$ cat src/rtl/gap_stream_tx.sv
// gap_stream_tx: global-average-pooling transmitter; per-channel sums of one frame streamed out as means.
// Optional `GAP_ROUND_EN` selects round-half-away-from-zero instead of floor division.
module gap_stream_tx #(
  parameter int C_CH    = 64,
  parameter int HW_LOG2 = 4,
  parameter int IN_W    = 8,
  parameter int OUT_W   = 25,
  parameter int ACC_W   = IN_W + HW_LOG2 + 1
) (
  input  logic                       clk,
  input  logic                       rst,
  input  logic                       in_valid,
  output logic                       in_ready,
  input  logic signed [IN_W-1:0]     in_data,
  output logic                       out_valid,
  input  logic                       out_ready,
  output logic signed [OUT_W-1:0]    out_data,
  output logic [$clog2(C_CH)-1:0]    out_index,
  output logic                       out_last,
  output logic                       frame_done
);
  localparam int CW = $clog2(C_CH);
  localparam logic [CW-1:0] CH_LAST = CW'(C_CH - 1);
  localparam logic [HW_LOG2-1:0] PIX_LAST = '1;
`ifdef GAP_ROUND_EN
  localparam logic signed [ACC_W-1:0] HALF = ACC_W'(1 << (HW_LOG2 - 1));
`endif

  typedef enum logic {ACCUM, EMIT} state_t;
  state_t state;
  logic signed [ACC_W-1:0] acc [C_CH];
  logic [CW-1:0] ch_cnt, emit_cnt, emit_nxt;
  logic [HW_LOG2-1:0] pix_cnt;
  logic signed [ACC_W-1:0] in_ext, sum_new;
  logic in_fire, out_fire, last_in;

  function automatic logic signed [ACC_W-1:0] div(input logic signed [ACC_W-1:0] x);
`ifdef GAP_ROUND_EN
    return x[ACC_W-1] ? -((-x + HALF) >>> HW_LOG2) : (x + HALF) >>> HW_LOG2;
`else
    return x >>> HW_LOG2;
`endif
  endfunction

  always_comb begin
    in_ext   = ACC_W'(in_data);
    sum_new  = acc[ch_cnt] + in_ext;
    in_fire  = in_valid && in_ready;
    out_fire = out_valid && out_ready;
    last_in  = (ch_cnt == CH_LAST) && (pix_cnt == PIX_LAST);
    emit_nxt = emit_cnt + 1'b1;
  end

  always_ff @(posedge clk) begin
    if (rst) begin
      state      <= ACCUM;
      in_ready   <= 1'b0;
      out_valid  <= 1'b0;
      out_data   <= '0;
      out_index  <= '0;
      out_last   <= 1'b0;
      frame_done <= 1'b0;
      ch_cnt     <= '0;
      pix_cnt    <= '0;
      emit_cnt   <= '0;
      for (int i = 0; i < C_CH; i++) acc[i] <= '0;
    end else begin
      frame_done <= 1'b0;
      if (state == ACCUM) begin
        in_ready <= !(in_fire && last_in);
        if (in_fire) begin
          acc[ch_cnt] <= sum_new;
          ch_cnt      <= (ch_cnt == CH_LAST) ? '0 : ch_cnt + 1'b1;
          if (ch_cnt == CH_LAST) pix_cnt <= pix_cnt + 1'b1;
          if (last_in) begin
            // element 0 is preloaded so out_valid rises the cycle after the last input
            state     <= EMIT;
            out_valid <= 1'b1;
            out_index <= '0;
            out_last  <= (C_CH == 1);
            out_data  <= OUT_W'(div((C_CH == 1) ? sum_new : acc[0]));
          end
        end
      end else if (out_fire) begin
        acc[emit_cnt] <= '0;
        emit_cnt      <= emit_nxt;
        out_index     <= emit_nxt;
        out_last      <= (emit_nxt == CH_LAST);
        out_data      <= OUT_W'(div(acc[emit_nxt]));
        if (out_last) begin
          state      <= ACCUM;
          out_valid  <= 1'b0;
          in_ready   <= 1'b1;
          frame_done <= 1'b1;
          emit_cnt   <= '0;
          out_index  <= '0;
          out_last   <= 1'b0;
        end
      end
    end
  end
endmodule

$ cat config.mk
export PLATFORM = sky130hd
export DESIGN_NAME = gap_stream_tx
export DESIGN_NICKNAME = d
export VERILOG_FILES = /design/src/rtl/gap_stream_tx.sv
export SDC_FILE = /design/constraint.sdc
export NUM_CORES = 2
export LEC_CHECK = 0
export CORE_MARGIN = 1
export CORE_UTILIZATION = 45
export CTS_CLUSTER_SIZE = 40
export DETAILED_ROUTE_END_ITERATION = 10
export PLACE_DENSITY = 0.66
export SLEW_MARGIN = 20
export SYNTH_ARGS = -nofsm -noshare
export SYNTH_HDL_FRONTEND = slang
export SYNTH_SLANG_ARGS = --single-unit
$ cat constraint.sdc
create_clock -name clk -period 6.35 [get_ports clk]
set_clock_uncertainty 0.1 [all_clocks]
set_input_delay 1.27 -clock clk [delete_from_list [all_inputs] [get_ports clk]]
set_output_delay 1.27 -clock clk [all_outputs]
set_load 0.01 [all_outputs]
==> run metrics <==
antenna violations before repair=4; Sw Ratio=26.32%; die height=312.9 um; Max stage delay cell, worst path=xnor3_2; Overflow after GRT=0; WHS Path Cells=2; Final period util=86.22%; Fill cells=7857; final worst slack=0.8747 ns; total track usage=28.31%; CP peak stage delay=0.59 ns; Adder-Cell Fraction of Synth Area=0.5064%; FF+latch area=25840 sq um; vias in the first global route=28.06k; Synth warnings=0; Num CTS Buffers=93; maxcap violations=0; layout cells sized above 1=22.41%; largest net degree at the start of global routing=59; xor and xnor area share after synthesis=0.4517%; Residual DRC=0; die footprint=97880 sq um; Initial Util=45.63%; final max-slew violation count=0; count of buffers from port buffering=46; post-CTS setup repair buffer count=0; post-route cell area=48510 sq um; Nets=3044; CP Capture Type=register; Synth Area in Compound Gates=2.051%; CTS tree=yes; mux contribution to synthesized area=23.16%; outcome=completed; Crit Path Class=reg -> reg; Max VDD drop=0.2218 mV; CTS Hold Bufs=0; Fmax=182.6 MHz; prevailing post-synth register cell=edfxtp_1; synthesized flop and latch total=874; Worst Path Required=6.66 ns; CP max FO=51; Pwr Density=285.7 nW/um^2; FP Rows=113; Hold Path Origin=out_index[0]; final hold violations=0; Final TNS setup=0 ns; RSZ-0062 raised after global routing=false; via count=28.64k; Tmin final=5.475 ns; post-DR wirelength/cell=31.76 um; Worst Hold Class=reg -> reg; setup slack, reg-to-reg=0.87 ns; Clk pwr share=39.5%; Chip Width=312.9 um; dpl hpwl=95190 um; Seq/Total Area, Yosys=59.39%; PostCTS Resize Cnt=0; ANT nets after route=0; Total Wirelength=138400 um; first-pass GRT wire length=199300 um; fin cells=4357; mapped cell area=43490 sq um; largest family of logic cells by synthesized area=multiplexers; Net Count, Synth=3049; Worst Setup Start Kind=register; Combinational Power Share=12.4%; instance count on the critical path=13; Area after DPL=45480 sq um; EDFF count, synth=832; dpl cells=4184; pre-CTS setup slack=0.9746 ns; Worst R2R Path Depth=13; slew margin rel.=24.13%; core area=95290 sq um; Post-Syn Instances=3020; data arrival time of the critical path=5.78 ns; Clock Sinks=874; Leak=15.98 nW; sequential fraction of design power=48.1%; # H-tree levels=3; Multi-input gate area=16630 sq um; Top delay family on crit path=multiplexers; Cell Int Power=10.21 mW; Post-synth ARST share=0%; NetSw=3.648 mW; Worst Tran Pin Value=1.138 ns; routed vias/inst=6.573; Routability Congestion=0.9517; Clock transition at path regs=0.07 ns; crit-path cells=buf_12 -> mux4_2 -> mux4_2 -> mux4_2 -> ha_1 -> a21o_1 -> a221o_1 -> a31oi_1 -> buf_4 -> o21ai_0 -> xnor3_2 -> buf_12 -> nor2_1; Clock Tree Buf Depth=3; Worst-Skew Late Latency=0.68 ns; root buffer cell=clkbuf_16; worst hold endpoint=out_index[0]; Unique masters post-synth=62; setup violators final=0; drt first pass iters=7; end of the worst register-to-register path=acc[3][12]; simple-gate share of the synthesized area=11.69%; crit path buf inv count=3; CP dominant cell by count=mux4_2; area delta synth->final=11.55%; initial detailed-routing violation count=4598; # IOs=47; Syn Area/Cell=14.40 sq um
[worst max-delay path by stage]
stage,end,slack (ns),startpoint
finish,acc[3][12],0.87,register
CTS,acc[28][12],0.94,register
global placement,acc[15][12],0.91,register
detailed placement,acc[4][12],0.97,register
floorplan,acc[31][8],1.56,register
global route,acc[28][12],0.68,register
[placed cells by master (no fill, tap or decap), drive strengths merged, types with 32 or more instances in the layout]
cell type      Yosys  layout
mux4             426     426
clkinv             0      38
edfxtp           832     832
nor3              32      32
dfxtp             42      42
clkbuf           129     118
clkdlybuf4s50      0      45
nor2             890     890
buf              113      97
a21oi             40      40
mux2i             39      39
nand2            190     190
nand2b            77      77
[state kept, by name (all words and copies together), names as in the netlist, named ones only]
signal and count:
pix_cnt 4, out_valid 1, emit_cnt 6, out_data 9, acc 832, frame_done 1
in_ready 1, ch_cnt 6, state 1, out_index 6, out_last 1
[per-stage QoR]
step | total power [mW] | hold slack, ns | utilization [%]
after global routing | 14.12 | 0.4504 | 50.90
after CTS | 13.81 | 0.4145 | 50.88
final | 13.86 | 0.4132 | 50.91
after floorplan | 7.735 | 0.3709 | -
after global placement | 8.408 | 0.3839 | 47.73
after detailed placement | 8.452 | 0.4002 | 47.73
[Yosys cell counts (all sizes together) (3+ instances only)]
cell	n	share of area [%]
and3	5	0.072
nand2b	77	1.1
a21o	13	0.22
o21ai	18	0.21
or2	3	0.043
nand3	16	0.18
nor2	890	7.7
a21oi	40	0.47
mux4	426	22
a31oi	10	0.14
xor2	12	0.26
edfxtp	832	57
clkbuf	129	1.1
inv	9	0.078
xnor2	7	0.14
nor3	32	0.40
mux2i	39	0.90
ha	16	0.46
mux2	6	0.16
buf	113	1.6
a32oi	3	0.060
a21boi	7	0.12
or3	5	0.072
nand2	190	1.6
a2111oi	9	0.18
dfxtp	42	1.9
o22ai	18	0.26
nand4	6	0.086
nor2b	16	0.23
[metal layers]
metal / GRT usage, % / part of all wire, % / vias up
li1: - / - / 11448
met1: 37.75 / 36 / 14683
met2: 43.20 / 46 / 2160
met3: 7.907 / 13 / 339
met4: 13.31 / 5.2 / 8
met5: 0 / 0.031 / -
[cells by family (layout without fill, tap and decap cells)]
family / Yosys count / count (layout)
simple gates: 1250 / 1250
flops: 874 / 874
mux: 471 / 471
buf+inv: 251 / 319
compound gates: 137 / 137
xor+xnor: 20 / 20
fa+ha+maj: 17 / 17
other cells: 0 / 4
[final cells by class]
cell class,instances,area share (%)
flip-flops and latches,874,53.27
multi-input cells,1895,34.29
clock buffers,118,5.164
well taps,1265,3.263
repair buffers,142,2.909
clock inverters,50,1.016
inverters,9,0.06964
diodes,4,0.02063
[worst min-delay path, stage by stage (launching register included)]
cell and delay (ns):
dfxtp_1 0.33, a31oi_1 0.07, nor2_1 0.08
[power by group through the flow]
stage	combinational [mW]	clock, mW	sequential, mW
4_1_cts	1.67	5.46	6.67
5_1_grt	1.76	5.66	6.69
2_1_floorplan	1.02	0	6.72
6_report	1.72	5.47	6.67
3_5_place_dp	1.66	0	6.79
3_3_place_gp	1.65	0	6.76
No activity file was read; power rests on OpenSTA's default activity.
